===== src/rtl/m_wbone_latbank_if.sv =====
`timescale 1ns/1ps
`default_nettype none
// ============================================================================
// Module   : m_wbone_latbank_if
// Purpose  : Classic wishbone slave-port bundle for the latency test bank.
// Ports    : STB_I/WE_I/SEL_I/ADR_I/DAT_I  master -> slave
//            ACK_O/DAT_O                   slave  -> master
// Revision : 1.0  initial release
// ============================================================================
interface m_wbone_latbank_if #(
    parameter int AW = 3
);
    logic          STB_I;
    logic          WE_I;
    logic [3:0]    SEL_I;
    logic [AW-1:0] ADR_I;
    logic [31:0]   DAT_I;
    logic          ACK_O;
    logic [31:0]   DAT_O;

    modport master (
        output STB_I, WE_I, SEL_I, ADR_I, DAT_I,
        input  ACK_O, DAT_O
    );

    modport slave (
        input  STB_I, WE_I, SEL_I, ADR_I, DAT_I,
        output ACK_O, DAT_O
    );
endinterface
`default_nettype wire


===== src/rtl/m_wbone_latbank.sv =====
`timescale 1ns/1ps
`default_nettype none
// ============================================================================
// Module   : m_wbone_latbank
// Purpose  : Wishbone test slave with a bank of byte-selectable 32-bit
//            registers and separately programmable read/write ACK latency,
//            optional auto-ramping latency and a completed-access counter.
//            Word 0 = CTRL, word 1 = ACKCNT (read-only), words 2.. = data.
// Ports    : CLK_I    clock
//            RST_I    asynchronous active-high reset
//            wb       wishbone slave port (STB/WE/SEL/ADR/DAT_I, ACK/DAT_O)
//            busy     high while an access waits for its latency to expire
//            regctrl  current CTRL contents
// Revision : 1.0  initial release
// ============================================================================
module m_wbone_latbank #(
    parameter int          AW                       = 3,
    parameter int          LATWIDTH                 = 6,
    parameter logic [31:0] RESETCTRL                = 32'h0,
    parameter bit          DAT_O_ZERO_WHEN_INACTIVE = 1'b1
) (
    input  wire           CLK_I,
    input  wire           RST_I,
    m_wbone_latbank_if.slave wb,
    output logic          busy,
    output logic [31:0]   regctrl
);
    localparam int          NWORDS      = 2 ** AW;
    localparam logic [31:0] C_LATMASK   = (32'd1 << LATWIDTH) - 32'd1;
    localparam logic [31:0] C_CTRLMASK  = 32'h0001_0000 | (C_LATMASK << 8) | C_LATMASK;
    localparam logic [AW-1:0] C_ADR_CTRL = '0;
    localparam logic [AW-1:0] C_ADR_CNT  = AW'(1);

    typedef enum logic [1:0] {
        S_IDLE = 2'd0,
        S_WAIT = 2'd1,
        S_ACK  = 2'd2
    } state_t;

    state_t              r_state;
    logic [LATWIDTH-1:0] r_cnt;
    logic                r_we;
    logic [AW-1:0]       r_adr;
    logic [3:0]          r_sel;
    logic [31:0]         r_dat_in;
    logic                r_ack;
    logic [31:0]         r_rdata;
    logic [31:0]         r_ctrl;
    logic [31:0]         r_ackcnt;
    logic [31:0]         r_mem [NWORDS];

    logic [LATWIDTH-1:0] w_lat;
    logic [31:0]         w_wmask;
    logic [31:0]         w_rdword;
    logic [31:0]         w_ctrl_wr;
    logic [31:0]         w_mem_wr;

    // Latency is chosen from the live request, so a CTRL write only affects
    // accesses that start after it has committed.
    assign w_lat     = wb.WE_I ? r_ctrl[LATWIDTH-1:0] : r_ctrl[LATWIDTH+7:8];
    assign w_wmask   = {{8{r_sel[3]}}, {8{r_sel[2]}}, {8{r_sel[1]}}, {8{r_sel[0]}}};
    assign w_ctrl_wr = ((r_ctrl & ~w_wmask) | (r_dat_in & w_wmask)) & C_CTRLMASK;
    assign w_mem_wr  = (r_mem[r_adr] & ~w_wmask) | (r_dat_in & w_wmask);

    always_comb begin
        w_rdword = r_mem[r_adr];
        if (r_adr == C_ADR_CTRL) begin
            w_rdword = r_ctrl;
        end else if (r_adr == C_ADR_CNT) begin
            w_rdword = r_ackcnt;
        end
    end

    // S_ACK is the commit cycle; the registered ACK_O appears on the edge
    // that leaves it, so ACK_O rises L+1 edges after the request is sampled.
    always_ff @(posedge CLK_I or posedge RST_I) begin
        if (RST_I) begin
            r_state  <= S_IDLE;
            r_cnt    <= '0;
            r_we     <= 1'b0;
            r_adr    <= '0;
            r_sel    <= '0;
            r_dat_in <= '0;
            r_ack    <= 1'b0;
            r_rdata  <= '0;
            r_ctrl   <= RESETCTRL & C_CTRLMASK;
            r_ackcnt <= '0;
            busy     <= 1'b0;
            for (int i = 0; i < NWORDS; i++) begin
                r_mem[i] <= '0;
            end
        end else begin
            r_ack <= 1'b0;
            case (r_state)
                S_IDLE: begin
                    if (wb.STB_I) begin
                        r_we     <= wb.WE_I;
                        r_adr    <= wb.ADR_I;
                        r_sel    <= wb.SEL_I;
                        r_dat_in <= wb.DAT_I;
                        r_cnt    <= w_lat;
                        if (w_lat == '0) begin
                            r_state <= S_ACK;
                        end else begin
                            r_state <= S_WAIT;
                            busy    <= 1'b1;
                        end
                    end
                end
                S_WAIT: begin
                    if (!wb.STB_I) begin
                        // Master gave up: drop the access without side effects.
                        r_state <= S_IDLE;
                        busy    <= 1'b0;
                    end else if (r_cnt == LATWIDTH'(1)) begin
                        r_state <= S_ACK;
                        r_cnt   <= '0;
                        busy    <= 1'b0;
                    end else begin
                        r_cnt <= r_cnt - LATWIDTH'(1);
                    end
                end
                S_ACK: begin
                    r_state  <= S_IDLE;
                    r_ack    <= 1'b1;
                    r_ackcnt <= r_ackcnt + 32'd1;
                    r_rdata  <= r_we ? 32'd0 : w_rdword;
                    // An explicit CTRL write takes precedence over ramping.
                    if (r_we && (r_adr == C_ADR_CTRL)) begin
                        r_ctrl <= w_ctrl_wr;
                    end else if (r_ctrl[16]) begin
                        r_ctrl[LATWIDTH-1:0]   <= r_ctrl[LATWIDTH-1:0] + LATWIDTH'(1);
                        r_ctrl[LATWIDTH+7:8]   <= r_ctrl[LATWIDTH+7:8] + LATWIDTH'(1);
                    end
                    if (r_we && (r_adr != C_ADR_CTRL) && (r_adr != C_ADR_CNT)) begin
                        r_mem[r_adr] <= w_mem_wr;
                    end
                end
                default: begin
                    r_state <= S_IDLE;
                    busy    <= 1'b0;
                end
            endcase
        end
    end

    assign wb.ACK_O = r_ack;
    assign regctrl  = r_ctrl;

    generate
        if (DAT_O_ZERO_WHEN_INACTIVE) begin : g_dat_gated
            assign wb.DAT_O = r_ack ? r_rdata : 32'd0;
        end else begin : g_dat_raw
            assign wb.DAT_O = r_rdata;
        end
    endgenerate
endmodule
`default_nettype wire

===== src/flat_wrapper.sv =====
// flat-port wrapper written by rule: the top's interface ports become plain ports
module m_wbone_latbank_flat 
#(
    parameter int          AW                       = 3,
    parameter int          LATWIDTH                 = 6,
    parameter logic [31:0] RESETCTRL                = 32'h0,
    parameter bit          DAT_O_ZERO_WHEN_INACTIVE = 1'b1
)
  (CLK_I, RST_I, busy, regctrl, wb_STB_I, wb_WE_I, wb_SEL_I, wb_ADR_I, wb_DAT_I, wb_ACK_O, wb_DAT_O);
  m_wbone_latbank_if #(.AW(AW)) wb_i ();
  input  wire CLK_I;
  input  wire RST_I;
  output logic busy;
  output logic [31:0] regctrl;
  input wire logic [$bits(wb_i.STB_I)-1:0] wb_STB_I;
  input wire logic [$bits(wb_i.WE_I)-1:0] wb_WE_I;
  input wire logic [$bits(wb_i.SEL_I)-1:0] wb_SEL_I;
  input wire logic [$bits(wb_i.ADR_I)-1:0] wb_ADR_I;
  input wire logic [$bits(wb_i.DAT_I)-1:0] wb_DAT_I;
  output wire logic [$bits(wb_i.ACK_O)-1:0] wb_ACK_O;
  output wire logic [$bits(wb_i.DAT_O)-1:0] wb_DAT_O;
  assign wb_i.STB_I = wb_STB_I;
  assign wb_i.WE_I = wb_WE_I;
  assign wb_i.SEL_I = wb_SEL_I;
  assign wb_i.ADR_I = wb_ADR_I;
  assign wb_i.DAT_I = wb_DAT_I;
  assign wb_ACK_O = wb_i.ACK_O;
  assign wb_DAT_O = wb_i.DAT_O;
  m_wbone_latbank #(.AW(AW), .LATWIDTH(LATWIDTH), .RESETCTRL(RESETCTRL), .DAT_O_ZERO_WHEN_INACTIVE(DAT_O_ZERO_WHEN_INACTIVE)) u_core (.CLK_I(CLK_I), .RST_I(RST_I), .wb(wb_i), .busy(busy), .regctrl(regctrl));
endmodule

===== config.mk =====
export PLATFORM = sky130hd
export DESIGN_NAME = m_wbone_latbank_flat
export DESIGN_NICKNAME = d
export VERILOG_FILES = /design/src/rtl/m_wbone_latbank_if.sv /design/src/rtl/m_wbone_latbank.sv /design/src/flat_wrapper.sv
export SDC_FILE = /design/constraint.sdc
export NUM_CORES = 1
export LEC_CHECK = 0
export BUFFER_PORTS_ARGS = -buffer_cell sky130_fd_sc_hd__clkbuf_2
export CAP_MARGIN = 15
export CELL_PAD_IN_SITES_DETAIL_PLACEMENT = 2
export CELL_PAD_IN_SITES_GLOBAL_PLACEMENT = 2
export CORE_MARGIN = 2
export CORE_UTILIZATION = 35
export DETAILED_ROUTE_END_ITERATION = 12
export PLACE_DENSITY = 0.68
export SYNTH_ARGS = -nofsm -noshare
export SYNTH_HDL_FRONTEND = slang
export SYNTH_SLANG_ARGS = --single-unit

===== constraint.sdc =====
create_clock -name CLK_I -period 21 [get_ports CLK_I]
set_input_delay 4.2 -clock CLK_I [delete_from_list [all_inputs] [get_ports CLK_I]]
set_output_delay 4.2 -clock CLK_I [all_outputs]
set_load 0.02 [all_outputs]

==> PnR_summary.wiki, run 1 <==
{| class="wikitable"
! Metric !! Value
|-
| Die extent in y || 232 µm
|-
| Cells along the critical path || buf_4 -> and2_1 -> clkbuf_2
|-
| Number of placed instances, taps included || 2304
|-
| Final-report max-slew violation count || 0
|-
| Global router's overall resource usage || 22.4%
|-
| Largest net degree at the start of global routing || 144
|-
| Total number of H-tree levels || 2
|-
| Post-synthesis adder-cell area fraction || 0.345%
|-
| Leakage power summed over all cells || 0.00910 µW
|-
| Die width || 232 µm
|-
| CTS max path bufs || 3
|-
| Synthesized area || 18100 µm²
|-
| Number of I/O pins || 109
|-
| Max rail drop VDD || 116 µV
|-
| Part of the Yosys area used for sequential elements || 52.9%
|-
| Critical Path Slowest Stage Cell || dfrtp_1
|-
| Drc violations || 0
|-
| Ys async rst share || 100%
|-
| Number of violations reported at the end of detailed-routing iteration 0 || 729
|-
| Largest delay share family, worst path || buffers and inverters
|-
| WL per Instance || 24.5 µm
|-
| Max Fanout on Critical Path || 23
|-
| Number of hold violations in the final report || 0
|-
| Xor and xnor area share after synthesis || 1.50%
|-
| Gates resized, CTS repair || 0
|-
| Share of final-layout standard cells stronger than drive strength 1 || 18.9%
|-
| Worst min path class || reg -> reg
|-
| Warnings, synthesis || 0
|-
| Max Freq || 162 MHz
|-
| Most used flip-flop cell after synthesis || dfrtp_1
|-
| Hpwl dp || 36500 µm
|-
| Overall routed net length || 58300 µm
|-
| Post-synth EDFFs || 0
|-
| Number of buffers inserted during clock tree synthesis || 45
|-
| Clock latency at the later pin of the worst-skew pair || 0.59 ns
|-
| Total power || 3250 µW
|-
| Setup Skew || 0.0282 ns
|-
| Simple logic cell fraction of the synthesized area || 11.2%
|-
| Arrival @ worst endpoint || 1.98 ns
|-
| Fin nets || 1719
|-
| Cells after Synth || 1690
|-
| Final Wtd Congestion || 0.761
|-
| Mean number of vias per cell || 5.46
|-
| Endpoints failing setup || 0
|-
| CTS tree || done
|-
| Critical path's largest stage delay || 0.56 ns
|-
| Number of hold-repair buffers added at the cts stage || 0
|-
| Synth unique cells || 69
|-
| Dominant combinational cell family by area after synthesis || multiplexers
|-
| Antenna Nets Post-Route || 0
|-
| Max Cap Violations || 0
|-
| WS Path Type || reg -> out
|-
| Power per Cell Area || 161 nW/µm²
|-
| Via total after detailed routing || 13013
|-
| Actual transition at the worst max-transition pin || 1.19 ns
|-
| Initial Util || 35.3%
|-
| Most used cells in the layout excluding fill and tap cells || dfrtp_1, nand2_1, mux2i_1, nor2_1, a21oi_1
|-
| Kind of end point of the critical path || output pin
|-
| Max_slew headroom || 20.5%
|-
| Grt total ovfl || 0
|-
| Quantity of I/O buffers inserted on ports || 89
|-
| Most common cell after layout, fill and taps aside || dfrtp_1
|-
| Crit path setup slack, layout || 14.82 ns
|-
| Result of the run || completed
|-
| Unrepaired setup endpoints after global routing || false
|-
| Data required time of the critical path || 16.80 ns
|-
| Area of all placed cells without fillers || 20200 µm²
|-
| First-pass detailed-route iteration total || 4
|-
| Complex-gate fraction of the synthesized area || 13.6%
|-
| Setup repair bufs after CTS || 0
|-
| Final TNS setup || 0 ns
|-
| Post-synthesis mux area share || 14.4%
|-
| Non-filler cells, final || 2382
|-
| Final worst-path cycle share || 29.4%
|-
| Area Overhead vs Synth || 11.3%
|-
| CTS sink count || 383
|-
| Placement-stage cell area || 18800 µm²
|-
| Post-synthesis average cell area || 10.7 µm²
|-
| Startpoint kind of the worst setup timing path || register
|-
| WP buf/inv || 2
|-
| Cell Rows || 83
|-
| Clk root buf || clkbuf_16
|-
| Register bit total from synthesis || 383
|-
| Placeable core region || 51300 µm²
|-
| Total Die Area || 53600 µm²
|-
| Reg clk slew, reported paths || 0.06 ns
|-
| Tmin final || 6.18 ns
|-
| Global-route wire length before repair || 90800 µm
|-
| Pre-CTS setup slack || 14.23 ns
|-
| Vias in the first global route || 14302
|-
| Number of antenna violations at the first check in global routing || 3
|}
-- metrics by stage --
stage	util [%]	hold WS (ns)
global route	39.3	0.384
CTS	39.3	0.374
floorplan	-	0.422
finish	39.3	0.376
detailed placement	36.6	0.362
global placement	36.6	0.358
-- path summary, 6_finish.rpt --
| kind | from | end | slack [ns] | depth (start not counted) |
|---|---|---|---|---|
| setup / recovery | u_core.wb.ACK_O | wb_DAT_O[30] | 14.82 | 3 |
| hold / removal | u_core.r_mem[205] | u_core.r_mem[205] | 0.38 | 0 |
| setup reg to reg | u_core.r_adr[0] | u_core.r_mem[84] | 17.44 | 6 |
| hold reg to reg | u_core.r_mem[205] | u_core.r_mem[205] | 0.38 | 0 |
| max in group asynchronous | RST_I | u_core.r_mem[87] | 14.93 | 4 |
| min in group asynchronous | RST_I | async pin | 3.72 | 2 |
-- synthesized netlist by cell type, types with 10 or more instances --
cell / number / share of area [%]
buf_6: 10 / 0.62
dfrtp_1: 383 / 53
nand4_1: 10 / 0.35
o21ai_0: 98 / 2.7
mux2i_1: 133 / 7.3
xnor2_1: 27 / 1.3
mux4_2: 16 / 2.0
buf_2: 39 / 1.1
nand3_1: 21 / 0.58
a21oi_1: 121 / 3.3
nor3_1: 14 / 0.39
a31oi_1: 27 / 0.93
a32oi_2: 12 / 1.1
o22ai_1: 32 / 1.1
inv_1: 26 / 0.54
o21ai_1: 13 / 0.36
and2_1: 37 / 1.3
a32o_1: 11 / 0.61
nand2_1: 161 / 3.3
a221o_1: 11 / 0.61
nand2b_1: 11 / 0.38
nor2_1: 128 / 2.7
a22oi_1: 20 / 0.83
clkbuf_1: 107 / 2.2
buf_4: 34 / 1.4
or3_1: 12 / 0.41
mux2_2: 82 / 5.1
-- layout make-up --
class,instances,area [µm²]
Sequential cell,383,9590
Clock inverter,8,72.6
Tap cell,680,851
Clock buffer,69,1340
Antenna cell,1,2.50
Timing Repair Buffer,112,643
Multi-Input combinational cell,1101,7560
Fill cell,5368,31100
Inverter,28,113
-- power by group --
part / leakage [µW] / switching, µW / internal [µW]
registers: 0.00504 / 256 / 986
logic: 0.00336 / 769 / 471
clock network: 0.000696 / 315 / 449
-- routing by layer --
layer  GRT usage (%)  part of all wire, %  up-vias
met5               0                    0        -
met2            36.8                   48      209
li1                -                    -     5843
met3            3.90                  3.9       70
met1            30.5                   46     6891
met4            5.69                  2.1        0
-- registers in the layout, indices dropped and copies added (netlist names), named ones only --
signal and cells:
u_core.r_ackcnt 32, u_core.r_mem 256, u_core.wb.ACK_O 1, u_core.r_dat_in 32
u_core.r_rdata 32, u_core.r_adr 3, u_core.busy 1, u_core.r_state 2
u_core.r_sel 4, u_core.r_cnt 6, u_core.r_we 1
-- cell families (layout without fill, tap and decap cells) --
| group | after synthesis | count (layout) |
|---|---|---|
| AO/OA/AOI/OAI | 385 | 385 |
| multiplexers | 231 | 231 |
| other | 1 | 20 |
| adder cells (fa/ha/maj) | 5 | 5 |
| AND/OR/NAND/NOR | 430 | 430 |
| buffers and inverters | 224 | 217 |
| XOR/XNOR | 31 | 31 |
| flip-flops | 383 | 383 |
(Power assumes the default switching activity.)
==> inputs of run 2 (changes only) <==
--- a/config.mk
+++ b/config.mk
@@ -12,7 +12,7 @@
 export CORE_MARGIN = 2
 export CORE_UTILIZATION = 35
 export DETAILED_ROUTE_END_ITERATION = 12
-export PLACE_DENSITY = 0.68
+export PLACE_DENSITY = 0.71
 export SYNTH_ARGS = -nofsm -noshare
 export SYNTH_HDL_FRONTEND = slang
 export SYNTH_SLANG_ARGS = --single-unit
==> constraint.sdc (replaced) <==
create_clock -name CLK_I -period 5.4 [get_ports CLK_I]
set_input_delay 1.08 -clock CLK_I [delete_from_list [all_inputs] [get_ports CLK_I]]
set_output_delay 1.08 -clock CLK_I [all_outputs]
set_load 0.02 [all_outputs]
==> run 2 against run 1 <==
Compared with the run above: sequential cell count stayed put; combinational power grew to 3.8 times the previous value; sequential share of layout area hardly changed; global-route usage is 0.44 points higher; register-to-register slack worse by 15 ns; non-clock buffer count is 11 higher; first-iteration DRC count is 24% higher; utilization hardly changed; final cell count is 0.25% higher; clock power grew to 3.7 times the previous value; design area hardly changed; largest cell class unchanged; largest power group unchanged.
==> PnR_summary.wiki, run 2 (same netlist as run 1, synthesis figures left out) <==
{| class="wikitable"
! Metric !! Value
|-
| Result of the run || completed
|-
| Setup repair bufs after CTS || 0
|-
| Number of placed instances, taps included || 2315
|-
| Arrival @ worst endpoint || 3.60 ns
|-
| Non-filler cells, final || 2388
|-
| Tmin final || 3.20 ns
|-
| Area Overhead vs Synth || 11.2%
|-
| Reg clk slew, reported paths || 0.06 ns
|-
| Number of hold violations in the final report || 0
|-
| CTS sink count || 383
|-
| Number of hold-repair buffers added at the cts stage || 0
|-
| Number of I/O pins || 109
|-
| Most used cells in the layout excluding fill and tap cells || dfrtp_1, nand2_1, mux2i_1, nor2_1, a21oi_1
|-
| Number of antenna violations at the first check in global routing || 3
|-
| Cell Rows || 83
|-
| Final Wtd Congestion || 0.790
|-
| Clk root buf || clkbuf_16
|-
| Final-report max-slew violation count || 0
|-
| Gates resized, CTS repair || 0
|-
| Overall routed net length || 59900 µm
|-
| Hpwl dp || 38900 µm
|-
| Power per Cell Area || 623 nW/µm²
|-
| Quantity of I/O buffers inserted on ports || 89
|-
| Total power || 12600 µW
|-
| Largest delay share family, worst path || flip-flops
|-
| Fin nets || 1727
|-
| Total number of H-tree levels || 2
|-
| Endpoints failing setup || 0
|-
| Die extent in y || 232 µm
|-
| Data required time of the critical path || 5.80 ns
|-
| Setup Skew || 0.0184 ns
|-
| Max Cap Violations || 0
|-
| Worst min path class || reg -> reg
|-
| Register name with the most flops || u_core.r_mem
|-
| Placeable core region || 51300 µm²
|-
| Startpoint kind of the worst setup timing path || register
|-
| Critical path's largest stage delay || 0.93 ns
|-
| First-pass detailed-route iteration total || 5
|-
| CTS max path bufs || 3
|-
| Die width || 232 µm
|-
| Unrepaired setup endpoints after global routing || false
|-
| Tightest hold margin || 0.374 ns
|-
| WL per Instance || 25.1 µm
|-
| Largest net degree at the start of global routing || 127
|-
| Mean number of vias per cell || 5.50
|-
| Max Fanout on Critical Path || 55
|-
| Most common cell after layout, fill and taps aside || dfrtp_1
|-
| Global router's overall resource usage || 22.8%
|-
| Initial Util || 35.3%
|-
| WP buf/inv || 1
|-
| Critical Path Slowest Stage Cell || dfrtp_4
|-
| WS Path Type || reg -> reg
|-
| Fraction of the core area covered by cells at the end of the flow || 39.3%
|-
| Drc violations || 0
|-
| Vias in the first global route || 14631
|-
| Number of flip-flops in the largest register || 256
|-
| Final worst-path cycle share || 59.2%
|-
| Clock latency at the later pin of the worst-skew pair || 0.59 ns
|-
| Share of final-layout standard cells stronger than drive strength 1 || 19.0%
|-
| Kind of end point of the critical path || register
|-
| Crit path setup slack, layout || 2.20 ns
|-
| Antenna Nets Post-Route || 0
|-
| Max_slew headroom || 22.7%
|-
| Cells along the critical path || buf_4 -> mux4_2 -> nor2_1 -> a221oi_2 -> mux2i_1 -> a21oi_1
|-
| CTS tree || done
|-
| Leakage power summed over all cells || 0.00910 µW
|-
| Grt total ovfl || 0
|-
| Pre-CTS setup slack || 2.23 ns
|-
| Total Die Area || 53600 µm²
|-
| Antenna fix cells || 0
|-
| Actual transition at the worst max-transition pin || 1.16 ns
|-
| Max Freq || 313 MHz
|-
| Number of buffers inserted during clock tree synthesis || 42
|-
| Number of violations reported at the end of detailed-routing iteration 0 || 901
|-
| Max rail drop VDD || 275 µV
|-
| Global-route wire length before repair || 92200 µm
|-
| Via total after detailed routing || 13132
|}
[run 2: where the power goes]
| group | switching (µW) | total (µW) | internal, µW |
|---|---|---|---|
| Sequential | 1110 | 4940 | 3830 |
| Clock | 1210 | 2850 | 1640 |
| Combinational | 2910 | 4760 | 1850 |
| Total | 5230 | 12600 | 7320 |
[run 2: final timing paths]
| path | startpoint | to | slack (ns) | cells after the start |
|---|---|---|---|---|
| setup reg to reg | u_core.r_adr[1] | u_core.r_mem[188] | 2.20 | 6 |
| hold reg to reg | u_core.r_mem[250] | u_core.r_mem[250] | 0.37 | 0 |
| hold / removal | u_core.r_mem[250] | u_core.r_mem[250] | 0.37 | 0 |
| setup / recovery | u_core.r_adr[1] | u_core.r_mem[188] | 2.20 | 6 |
| min in group asynchronous | RST_I | u_core.r_sel[2] | 0.67 | 2 |
| max in group asynchronous | RST_I | u_core.r_mem[182] | 3.48 | 3 |
[run 2: layer usage]
| metal | share of wire [%] | wire (µm) | global-route usage, % | up-vias |
|---|---|---|---|---|
| li1 | - | - | - | 5865 |
| met1 | 46 | 27300 | 30.7 | 6908 |
| met2 | 48 | 28500 | 37.3 | 244 |
| met3 | 3.6 | 2140 | 3.48 | 113 |
| met4 | 3.2 | 1890 | 8.15 | 2 |
| met5 | 0.022 | 13 | 0 | - |
[run 2: worst reg2reg max path, stage by stage, from the launching register on]
cell and delay (ns):
dfrtp_4 0.93, buf_4 0.81, mux4_2 0.44, nor2_1 0.19, a221oi_2 0.05, mux2i_1 0.46, a21oi_1 0.15
[run 2: through the flow]
stage / area, µm² / TNS, ns
after global placement: 18800 / 0
after floorplan: 18200 / -317.12
after detailed placement: 18800 / 0
after global routing: 20200 / 0
final: 20200 / 0
after CTS: 20200 / 0
[run 2: layout make-up]
type	count	area, µm²
repair buffers	123	742
clock buffers	65	1220
flip-flops and latches	383	9590
inverters	28	109
fillers	5369	31100
multi-input cells	1101	7560
well taps	680	851
clock inverters	8	93.8
==> inputs of run 3 (changes only) <==
--- a/config.mk
+++ b/config.mk
@@ -5,6 +5,7 @@
 export SDC_FILE = /design/constraint.sdc
 export NUM_CORES = 1
 export LEC_CHECK = 0
+export ABC_AREA = 1
 export BUFFER_PORTS_ARGS = -buffer_cell sky130_fd_sc_hd__clkbuf_2
 export CAP_MARGIN = 15
 export CELL_PAD_IN_SITES_DETAIL_PLACEMENT = 2
@@ -12,7 +13,7 @@
 export CORE_MARGIN = 2
 export CORE_UTILIZATION = 35
 export DETAILED_ROUTE_END_ITERATION = 12
-export PLACE_DENSITY = 0.71
+export PLACE_DENSITY = 0.76
 export SYNTH_ARGS = -nofsm -noshare
 export SYNTH_HDL_FRONTEND = slang
 export SYNTH_SLANG_ARGS = --single-unit
==> constraint.sdc (replaced) <==
create_clock -name CLK_I -period 3 [get_ports CLK_I]
set_input_delay 0.6 -clock CLK_I [delete_from_list [all_inputs] [get_ports CLK_I]]
set_output_delay 0.6 -clock CLK_I [all_outputs]
set_load 0.02 [all_outputs]
==> run 3 against run 2 <==
Compared with the run above: clock skew barely moved; sequential share of layout area fell by 3.3 points; combinational power rose by 83%; clock power rose by 100%; wire length rose by 21%; highest routed layer is now met4.
==> PnR_summary.wiki, run 3 <==
{| class="wikitable"
! Metric !! Value
|-
| Fillers || 6343
|-
| Post-synth EDFFs || 0
|-
| Register name with the most flops || u_core.r_mem
|-
| Final Wtd Congestion || 0.828
|-
| Data required time of the critical path || 2.40 ns
|-
| Hpwl dp || 45700 µm
|-
| Cells after Synth || 2601
|-
| Max_slew headroom || 30.9%
|-
| CTS tree || done
|-
| Post-synthesis average cell area || 7.45 µm²
|-
| Tmin final || 2.48 ns
|-
| Total power || 22200 µW
|-
| WS Path Type || reg -> out
|-
| Mean number of vias per cell || 5.12
|-
| Final worst-path cycle share || 82.7%
|-
| Clock latency at the later pin of the worst-skew pair || 0.59 ns
|-
| Non-filler cells, final || 3320
|-
| Die width || 239 µm
|-
| Ys async rst share || 100%
|-
| Actual transition at the worst max-transition pin || 1.03 ns
|-
| Grt total ovfl || 0
|-
| Number of hold violations in the final report || 0
|-
| Kind of end point of the critical path || output pin
|-
| Part of the Yosys area used for sequential elements || 49.5%
|-
| Synthesized area || 19400 µm²
|-
| Max Cap Violations || 0
|-
| Number of buffers inserted during clock tree synthesis || 46
|-
| Largest net degree at the start of global routing || 81
|-
| Most used flip-flop cell after synthesis || dfrtp_1
|-
| Clk root buf || clkbuf_16
|-
| Biggest area consumer among synthesized cells || dfrtp_1
|-
| CTS max path bufs || 3
|-
| Max Freq || 403 MHz
|-
| Fraction of post-synthesis cell area in the top cell type by area || 49.5%
|-
| Cell Rows || 86
|-
| Most used standard cells in the synthesized netlist || nand2_1, dfrtp_1, nand3_1
|-
| FF/Latch Area || 9590 µm²
|-
| Unrepaired setup endpoints after global routing || false
|-
| Global-route wire length before repair || 113000 µm
|-
| Result of the run || completed
|-
| CTS sink count || 383
|-
| Area Overhead vs Synth || 11.9%
|-
| Final-report max-slew violation count || 0
|-
| Vias in the first global route || 19056
|-
| Antenna fix cells || 0
|-
| Number of hold-repair buffers added at the cts stage || 0
|-
| Final TNS setup || 0 ns
|-
| Max rail drop VDD || 494 µV
|-
| Setup Skew || 0.0185 ns
|-
| Reg clk slew, reported paths || 0.06 ns
|-
| Most common cell after layout, fill and taps aside || nand2_1
|-
| Power per Cell Area || 1020 nW/µm²
|-
| Initial Util || 35.3%
|-
| Total number of H-tree levels || 2
|-
| Startpoint kind of the worst setup timing path || register
|-
| Synth unique cells || 35
|-
| Area of all placed cells without fillers || 21700 µm²
|-
| Share of final-layout standard cells stronger than drive strength 1 || 11.4%
|-
| Most frequently used cell type in the post-synthesis netlist || nand2_1
|-
| Setup repair bufs after CTS || 0
|-
| Worst min path class || in -> async
|-
| Number of placed instances, taps included || 3237
|-
| Endpoints failing setup || 0
|-
| Placement-stage cell area || 20100 µm²
|-
| Global router's overall resource usage || 25.8%
|-
| Fin nets || 2629
|-
| Drc violations || 0
|-
| WL per Instance || 21.8 µm
|-
| Die extent in y || 239 µm
|-
| Placeable core region || 54900 µm²
|-
| Register bit total from synthesis || 383
|-
| Synth area leaders || dfrtp_1, nand2_1, nand3_1
|-
| Arrival @ worst endpoint || 1.88 ns
|-
| Area occupied by multi-input gates || 7820 µm²
|-
| Antenna Nets Post-Route || 0
|-
| Most used cells in the layout excluding fill and tap cells || nand2_1, dfrtp_1, nand3_1, inv_1, clkbuf_2
|-
| Number of I/O pins || 109
|-
| Via total after detailed routing || 16982
|-
| Max Fanout on Critical Path || 21
|-
| Fraction of the core area covered by cells at the end of the flow || 39.5%
|-
| Warnings, synthesis || 0
|-
| Number of flip-flops in the largest register || 256
|-
| First-pass detailed-route iteration total || 5
|-
| Number of antenna violations at the first check in global routing || 0
|-
| Quantity of I/O buffers inserted on ports || 89
|-
| Gates resized, CTS repair || 0
|-
| Leakage power summed over all cells || 0.0119 µW
|-
| Total Die Area || 57200 µm²
|-
| Overall routed net length || 72200 µm
|-
| Number of violations reported at the end of detailed-routing iteration 0 || 917
|}
run 3: metal layers:
layer  vias to the layer above  track usage (%)  wire [µm]
met5                         -                0          0
met4                         0             8.94       2390
met3                       105             2.78       1900
met2                       225             45.5      35800
met1                      8802             32.8      32100
li1                       7850                -          -
run 3: worst max-delay path, cell delays in order, from the launching register on:
cell	delay (ns)
dfrtp_1	0.62
buf_4	0.33
nand2_1	0.10
inv_1	0.08
clkbuf_2	0.16
run 3: where the power goes:
part           total [µW]  internal [µW]  switching (µW)
Sequential           7670           6610            1060
Clock                5800           3460            2340
Combinational        8690           2470            6210
run 3: metrics by stage:
step	setup WS, ns	hold WS, ns
2_1_floorplan	-2.75	0.429
3_3_place_gp	0.753	0.364
3_5_place_dp	0.643	0.368
4_1_cts	0.480	0.131
5_1_grt	0.412	0.160
6_report	0.518	0.128
run 3: final cells by class:
type                    count  area share [%]
flip-flops and latches    383            44.2
clock buffers              74            6.69
multi-input cells        1774            36.1
inverters                 243            4.26
clock inverters             9           0.450
repair buffers            133            4.21
well taps                 704            4.06
run 3: kinds of logic after synthesis:
group	synth area share, %
flops	49.5
compound gates	1.87
other cells	0.0194
buf+inv	10.5
xor+xnor	1.40
mux	1.80
simple gates	34.6
fa+ha+maj	0.323
run 3: final timing paths:
kind	endpoint	depth (start not counted)	slack (ns)	from
max reg2reg	u_core.r_rdata[16]	10	0.63	u_core.r_adr[0]
max in group asynchronous	u_core.r_mem[249]	4	1.97	RST_I
min in group CLK_I	u_core.r_dat_in[23]	2	0.24	wb_DAT_I[23]
min	u_core.r_mem[36]	2	0.13	RST_I
min reg2reg	u_core.r_mem[194]	0	0.38	u_core.r_mem[194]
max	wb_DAT_O[15]	4	0.52	u_core.wb.ACK_O
